### config.mk
export PLATFORM = sky130hd
export DESIGN_NAME = param_preset_shift_reg
export DESIGN_NICKNAME = d
export VERILOG_FILES = /design/src/rtl/psr_pkg.sv /design/src/rtl/psr_shift_cnt.sv /design/src/rtl/param_preset_shift_reg.sv
export SDC_FILE = /design/constraint.sdc
export NUM_CORES = 1
export LEC_CHECK = 0
export CAP_MARGIN = 25
export CORE_MARGIN = 2
export CORE_UTILIZATION = 25
export DETAILED_ROUTE_END_ITERATION = 10
export GPL_TIMING_DRIVEN = 0
export PLACE_DENSITY = 0.65
export SYNTH_ARGS = -nofsm -noshare
export SYNTH_HDL_FRONTEND = slang
export SYNTH_SLANG_ARGS = --single-unit
### constraint.sdc
create_clock -name clk -period 1.75 [get_ports clk]
set_input_delay 0.525 -clock clk [delete_from_list [all_inputs] [get_ports clk]]
set_output_delay 0.525 -clock clk [all_outputs]
set_load 0.005 [all_outputs]
### src/rtl/psr_pkg.sv
// Shared types for the parametrised preset/clear shift register.
// Optional macro used elsewhere in this slice: PSR_ROTATE_EN.
package psr_pkg;

  typedef enum logic [1:0] {
    PSR_HOLD = 2'b00,
    PSR_SHL  = 2'b01,
    PSR_SHR  = 2'b10,
    PSR_LOAD = 2'b11
  } psr_mode_e;

  typedef enum logic [1:0] {
    PSR_LOADED   = 2'b00,
    PSR_SHIFTING = 2'b01,
    PSR_FULL     = 2'b10
  } psr_cnt_state_e;

  function automatic logic psr_is_shift(input psr_mode_e m);
    return (m == PSR_SHL) || (m == PSR_SHR);
  endfunction

endpackage

### src/rtl/psr_shift_cnt.sv
// Saturating shift counter with a single done pulse on reaching WIDTH.
//
// state        | meaning
// PSR_LOADED   | counter cleared by a load or by clr (cnt = 0)
// PSR_SHIFTING | 0 < cnt < WIDTH
// PSR_FULL     | cnt = WIDTH, saturated; no further done pulses until a load
module psr_shift_cnt
  import psr_pkg::*;
#(
  parameter int WIDTH = 8,
  parameter int CNT_W = $clog2(WIDTH + 1)
) (
  input  logic             clk,
  input  logic             clr,
  input  logic             load_i,
  input  logic             shift_i,
  output logic [CNT_W-1:0] shift_cnt,
  output logic             done
);

  localparam logic [CNT_W-1:0] CNT_LAST = CNT_W'(WIDTH - 1);
  localparam logic [CNT_W-1:0] CNT_ONE  = CNT_W'(1);

  psr_cnt_state_e   state_q, state_d;
  logic [CNT_W-1:0] cnt_q, cnt_d;
  logic             done_q, done_d;

  // Next-state: load clears, shifts advance until saturated, done marks the final step.
  always_comb begin
    state_d = state_q;
    cnt_d   = cnt_q;
    done_d  = 1'b0;
    if (load_i) begin
      state_d = PSR_LOADED;
      cnt_d   = '0;
    end else if (shift_i && (state_q != PSR_FULL)) begin
      cnt_d = cnt_q + CNT_ONE;
      if (cnt_q == CNT_LAST) begin
        state_d = PSR_FULL;
        done_d  = 1'b1;
      end else begin
        state_d = PSR_SHIFTING;
      end
    end
  end

  // Counter state registers; clr drops any pending done immediately.
  always_ff @(posedge clk or posedge clr) begin
    if (clr) begin
      state_q <= PSR_LOADED;
      cnt_q   <= '0;
      done_q  <= 1'b0;
    end else begin
      state_q <= state_d;
      cnt_q   <= cnt_d;
      done_q  <= done_d;
    end
  end

  assign shift_cnt = cnt_q;
  assign done      = done_q;

endmodule

### src/rtl/param_preset_shift_reg.sv
// WIDTH-bit universal shift register with per-bit async reset pattern,
// synchronous set/clear masks and a shift counter.
// Define PSR_ROTATE_EN to add the rot port and rotate modes.
module param_preset_shift_reg
  import psr_pkg::*;
#(
  parameter int               WIDTH     = 8,
  parameter logic [WIDTH-1:0] RESET_VAL = {WIDTH{1'b0}},
  parameter int               CNT_W     = $clog2(WIDTH + 1)
) (
  input  logic             clk,
  input  logic             clr,
  input  logic             en,
  input  logic [1:0]       mode,
  input  logic [WIDTH-1:0] d,
  input  logic             sin_l,
  input  logic             sin_r,
  input  logic [WIDTH-1:0] set_mask,
  input  logic [WIDTH-1:0] clr_mask,
`ifdef PSR_ROTATE_EN
  input  logic             rot,
`endif
  output logic [WIDTH-1:0] q,
  output logic             sout_l,
  output logic             sout_r,
  output logic [CNT_W-1:0] shift_cnt,
  output logic             done
);

  psr_mode_e        mode_e;
  logic [WIDTH-1:0] q_q, q_d;
  logic [WIDTH-1:0] op_val;
  logic             load_op;
  logic             shift_op;

  assign mode_e = psr_mode_e'(mode);

  // Operation result, then masks; set is applied last so it dominates clear.
  always_comb begin
    op_val = q_q;
    if (en) begin
      case (mode_e)
        PSR_SHL: begin
`ifdef PSR_ROTATE_EN
          if (rot) op_val = {q_q[WIDTH-2:0], q_q[WIDTH-1]};
          else     op_val = {q_q[WIDTH-2:0], sin_l};
`else
          op_val = {q_q[WIDTH-2:0], sin_l};
`endif
        end
        PSR_SHR: begin
`ifdef PSR_ROTATE_EN
          if (rot) op_val = {q_q[0], q_q[WIDTH-1:1]};
          else     op_val = {sin_r, q_q[WIDTH-1:1]};
`else
          op_val = {sin_r, q_q[WIDTH-1:1]};
`endif
        end
        PSR_LOAD: op_val = d;
        default:  op_val = q_q;
      endcase
    end
    q_d = (op_val & ~clr_mask) | set_mask;
  end

  // Data register; clr presets/clears each bit from RESET_VAL.
  always_ff @(posedge clk or posedge clr) begin
    if (clr) q_q <= RESET_VAL;
    else     q_q <= q_d;
  end

  assign load_op  = en && (mode_e == PSR_LOAD);
  assign shift_op = en && psr_is_shift(mode_e);

  psr_shift_cnt #(
    .WIDTH (WIDTH),
    .CNT_W (CNT_W)
  ) u_shift_cnt (
    .clk       (clk),
    .clr       (clr),
    .load_i    (load_op),
    .shift_i   (shift_op),
    .shift_cnt (shift_cnt),
    .done      (done)
  );

  assign q      = q_q;
  assign sout_l = q_q[WIDTH-1];
  assign sout_r = q_q[0];

endmodule
**Yosys cells after proc, flatten, opt, wreduce, memory -nomap -nowiden**

Index checks and enable logic that the tools add are counted.
W data, S select, Z words.

- Flip-flop bits (word level): 15
- Bits of input ports: 31
- Output and inout port bits: 15
- Logic and storage cells: 28

- $add $sub $neg: 1
- Equality and inequality tests: 5
- Multiplexer cells: 10
- Bitwise logic cells: 3
- Reduce and logical (&&, ||, !) cells: 5

Operator list:

| cell | number |
|---|---|
| $pmux W8 S3 | 1 |
| $and A8 B8 Y8 | 1 |
| $mux W4 | 2 |
| $mux W8 | 1 |
| $not A8 Y8 | 1 |
| $or A8 B8 Y8 | 1 |
| $mux W2 | 3 |
| $add A4 B1 Y4 const B | 1 |
| $eq A2 B2 Y1 const B | 2 |
| $eq A4 B3 Y1 const B | 1 |
| $logic_and A1 B1 Y1 | 3 |
| $mux W1 | 3 |
| $eq A2 B1 Y1 const B | 1 |
| $ne A2 B2 Y1 const B | 1 |
| $reduce_bool A2 Y1 | 1 |
| $logic_or A1 B1 Y1 | 1 |

**Logic depth before layout (Yosys ltp)**

- Word-level depth: 6
- Gate-level depth with buffers: 6
- Depth with buffers taken out: 5

**By module**

From an unflattened synthesis, not the netlist that was laid out.

- Cells, all modules: 98
- Area total of the unflattened synthesis: 928.4 um2

Modules (own cells, without submodules):

| module | instances | cells each | area each (um2) | sequential area each (um2) |
|---|---|---|---|---|
| param_preset_shift_reg | 1 | 66 | 585.6 | 200.2 |
| psr_shift_cnt | 1 | 32 | 342.8 | 175.2 |

**Least setup slack after synthesis**

No wires, ideal clock.

- Path kind: input -> register
- Start point: in mode[0]
- End point: reg u_shift_cnt.cnt_q[3], in the netlist u_shift_cnt.shift_cnt[3]
- Setup time: 0.077 ns
- Data arrival time: 1.568 ns
- Data required time: 1.673 ns
- Slack: 0.105 ns
- Stages on the path: 5
- Buffers on the path: 0
- Path through: inv_1 -> ha_1 -> nand2_2 -> or4_1 -> a21oi_1

- Cells in the longest elaborated chain, start to end: 5
- Elaborated cells on any way between the ends: 9
- Classes of those cells: 3 x eq/ne; 1 x mux; 5 x reduce/logical

Ends and longest elaborated chain:

| what | RTL line | source |
|---|---|---|
| start: declaration | param_preset_shift_reg.sv:14 | `input logic [1:0] mode,` |
| $eq A2 B1 Y1 / $eq A2 B2 Y1 (equally long branches) | psr_pkg.sv:19 | `return (m == PSR_SHL) \|\| (m == PSR_SHR);` |
| $logic_or A1 B1 Y1 | psr_pkg.sv:19 |  |
| $logic_and A1 B1 Y1 | param_preset_shift_reg.sv:73 | `assign shift_op = en && psr_is_shift(mode_e);` |
| $logic_and A1 B1 Y1 | psr_shift_cnt.sv:36 | `end else if (shift_i && (state_q != PSR_FULL)) begin` |
| $reduce_bool A2 Y1 (no line) | - |  |
| end signal: assignment | psr_shift_cnt.sv:55 | `cnt_q <= cnt_d;` |
| end: declaration | psr_shift_cnt.sv:25 | `logic [CNT_W-1:0] cnt_q, cnt_d;` |

Parallel ways exist; a longest one is shown, timed or not.
A chain may end at the register's enable or synchronous reset.

**Final worst setup path**

- Start point: reg u_shift_cnt.cnt_q[1], in the netlist u_shift_cnt.shift_cnt[1]
- End point: out shift_cnt[1]

RTL lines:

| what | RTL line | source |
|---|---|---|
| end: declaration | param_preset_shift_reg.sv:26 | `output logic [CNT_W-1:0] shift_cnt,` |

No word-level cell between the ends.

==> out/qor.yml <==
critical_path:
  critical_path.cell_chain: "clkdlybuf4s50_1"
  timing.setup.critical_path_class: "flop to primary output"
  setup.worst_path.start: "u_shift_cnt.shift_cnt[1]"
  worst_path_largest_cell_delay_ps: 520
  path_buf_inv: 1
  critPathSlowestCell: "sky130_fd_sc_hd__clkdlybuf4s50_1"
  timing.critical_path.fanout_max: 3
  crit_required_ps: 1220
  cp_top_delay_family: "buffers and inverters"
  cp-start-kind: "flop"
  signal_arrival_time_at_the_worst_endpoint_ps: 1200
  worst_r2r_startpoint: "u_shift_cnt.shift_cnt[1]"
  endpoint_kind: "primary output"
floorplanning:
  dieArea_sq_um: 4100
  core.rowCount: 21
  coreArea_sq_um: 3390
  height_of_the_chip_um: 64.0
  ioPinCount: 46
  initial_core_utilization_pct: 26.6
  die_x_um: 64.0
logic_synthesis:
  synth.avg_cell_area_sq_um: 8.92
  synth_sequential_area_ratio_pct: 41.7
  yosys_register_bits: 15
  synth_flop_cell: "sky130_fd_sc_hd__dfrtp_1"
  syn-cell-area_sq_um: 901
  number_of_enable_type_register_cells_in_the_synthesized_netlist: 0
  ys_types: 22
  postSynth.asyncResetShare_pct: 100
  yosys_warning_count: 0
  number_of_instances_in_the_synthesized_netlist: 101
  synth.net_count: 137
route:
  dr_total_vias: 1010
  routed_wire_length_per_instance_um: 13.6
  finalWirelength_um: 2790
  drt-pass1-iter-count: 7
  post_drt_via_cell_ratio: 4.93
  post-route-drc-count: 0
  final_antenna_net_count: 0
  detailedRoute.firstIterationViolations: 58
cts:
  clock_tree.root_cell: "sky130_fd_sc_hd__clkbuf_4"
  cts_tree: "yes"
  h-tree-depth: 1
  cts.hold.buffers_added: 0
  number_of_sinks_on_the_clock_net: 15
  numCtsBuffers: 3
  max_buffers_root_to_sink: 2
  worstSkewPairLatency_ps: 290
  worst_setup_hold_path_clk_slew_ps: 90
global_route:
  grt_antenna_before_repair: 0
  via_count_of_the_first_global_routing_pass: 976
  grt_start_max_net_pins: 16
  total_grt_overflow: 0
  grt.total_usage_pct: 14.1
  global_route_wire_length_before_repair_um: 4570
cells_and_area:
  num-nets-final: 196
  filler_cell_count: 349
  final_cell_mix: "sky130_fd_sc_hd__clkdlybuf4s50_1 (38), sky130_fd_sc_hd__dfrtp_1 (15), sky130_fd_sc_hd__a21oi_1 (13), sky130_fd_sc_hd__buf_4 (13), sky130_fd_sc_hd__inv_1 (12)"
  final_common_cell: "sky130_fd_sc_hd__clkdlybuf4s50_1"
  area_delta_synth_final_pct: 69.7
  final-instance-count-excl-fill: 205
  diodes: 0
  post_route_cells_drive_above_1_share_pct: 14.5
min_path:
  min_path_type: "flop to flop"
  hold_start: "u_shift_cnt.state_q[1]"
sta:
  relSlewSlack_pct: 60.7
  clock-skew-final_ps: 2.71
  timing.final.hold_violations: 0
  actual_slew_at_the_worst_max_slew_pin_ps: 588
  layout_worst_path_cycle_share_pct: 98.6
  layout_min_cycle_time_ps: 1730
  setup_violations: 0
  finalWorstSetupSlack_ps: 24.9
  maxSlewViolCount: 0
  setup_repair_after_global_routing_missed_its_margin: "false"
  achievable-frequency_ghz: 0.580
  timing.setup.tns_ps: 0
  smallest_hold_slack_ps: 543
status:
  outcome: "completed"
place:
  gp_congestion: 0.722
  place_hpwl_um: 1990
  dp_cells: 192
  place_worst_setup_slack_ps: -555
  buffer_ports.inserted: 45
power:
  irDropWorstVdd_v: 0.000232
  power_mw: 1.01
  power.density_cell_area_nw_per_um2: 662
  cellLeakagePower_nw: 0.719
flow_run:
  maxCapViolations: 0
==> what timing repair did <==
| item | 4_1_cts | 5_1_grt |
|---|---|---|
| setup buffers | 9 | 2 |
| pin swaps | 0 | 2 |
| setup endpoints to repair | 23 | 14 |
| resized for setup | 5 | 13 |
==> flip-flops by register name (all words and copies together) (netlist names) <==
signal / cells
u_shift_cnt.done: 1
u_shift_cnt.shift_cnt: 4
q: 8
u_shift_cnt.state_q: 2
==> worst min-delay path: cells and delay by family (launching register included) <==
family          cells  cell delay, ps
compound gates      2             150
flops               1             370
==> metal layers <==
metal | track usage, % | vias up | share of wire [%]
li1 | - | 478 | -
met1 | 17.9 | 478 | 42
met2 | 23.2 | 49 | 48
met3 | 2.11 | 5 | 8.5
met4 | 7.07 | 0 | 1.9
met5 | 0 | - | 0
==> path summary, 6_finish.rpt <==
kind,end,depth (start not counted),slack (ps)
worst max-delay path,shift_cnt[1],1,20
worst min-delay path,u_shift_cnt.state_q[1],2,540
worst max register to register,u_shift_cnt.shift_cnt[2],5,330
worst min register to register,u_shift_cnt.state_q[1],2,540
max in group asynchronous,u_shift_cnt.shift_cnt[1],2,770
min in group asynchronous,u_shift_cnt.done,2,590
==> report_power, final <==
group / switching [mW] / internal (mW)
sequential: 0.0326 / 0.388
clock: 0.117 / 0.0887
combinational: 0.145 / 0.240
==> cell type report <==
type,instances,area (sq um),share of cell area [%]
buffer,5,28.8,1.88
timing repair buffer,56,533,34.9
inverter,13,48.8,3.19
tap,46,57.6,3.76
multi-input combinational,66,459,30.0
sequential,15,375,24.5
clock buffer,4,26.3,1.72
==> cell families (layout without fill, tap and decap cells) <==
logic type	after synthesis	count (layout)	synth area share (%)
fa+ha+maj	5	5	6.94
buf+inv	20	78	9.17
compound gates	37	37	28.2
flops	15	15	41.7
simple gates	24	24	14.0
==> synthesized netlist by cell type, types with 2 or more instances <==
cell,count,area (sq um)
sky130_fd_sc_hd__dfrtp_1,15,375
sky130_fd_sc_hd__or4_1,2,15.0
sky130_fd_sc_hd__o21ai_0,4,20.0
sky130_fd_sc_hd__a21o_1,8,60.1
sky130_fd_sc_hd__nand2b_1,2,12.5
sky130_fd_sc_hd__nand3_1,3,15.0
sky130_fd_sc_hd__inv_1,13,48.8
sky130_fd_sc_hd__a21oi_1,14,70.1
sky130_fd_sc_hd__ha_1,5,62.6
sky130_fd_sc_hd__clkbuf_1,4,15.0
sky130_fd_sc_hd__nor2b_1,2,12.5
sky130_fd_sc_hd__and2_1,2,12.5
sky130_fd_sc_hd__a222oi_1,8,80.1
sky130_fd_sc_hd__o31ai_1,2,15.0
sky130_fd_sc_hd__buf_4,2,15.0
sky130_fd_sc_hd__nand2_1,9,33.8
==> metrics by stage <==
stage,utilization [%],area [sq um]
4_1_cts,44.6,1510
5_1_grt,45.1,1530
2_1_floorplan,-,901
3_5_place_dp,41.6,1410
3_3_place_gp,41.6,1410
6_report,45.1,1530
Note: power is estimated with default switching activity, not from simulation.
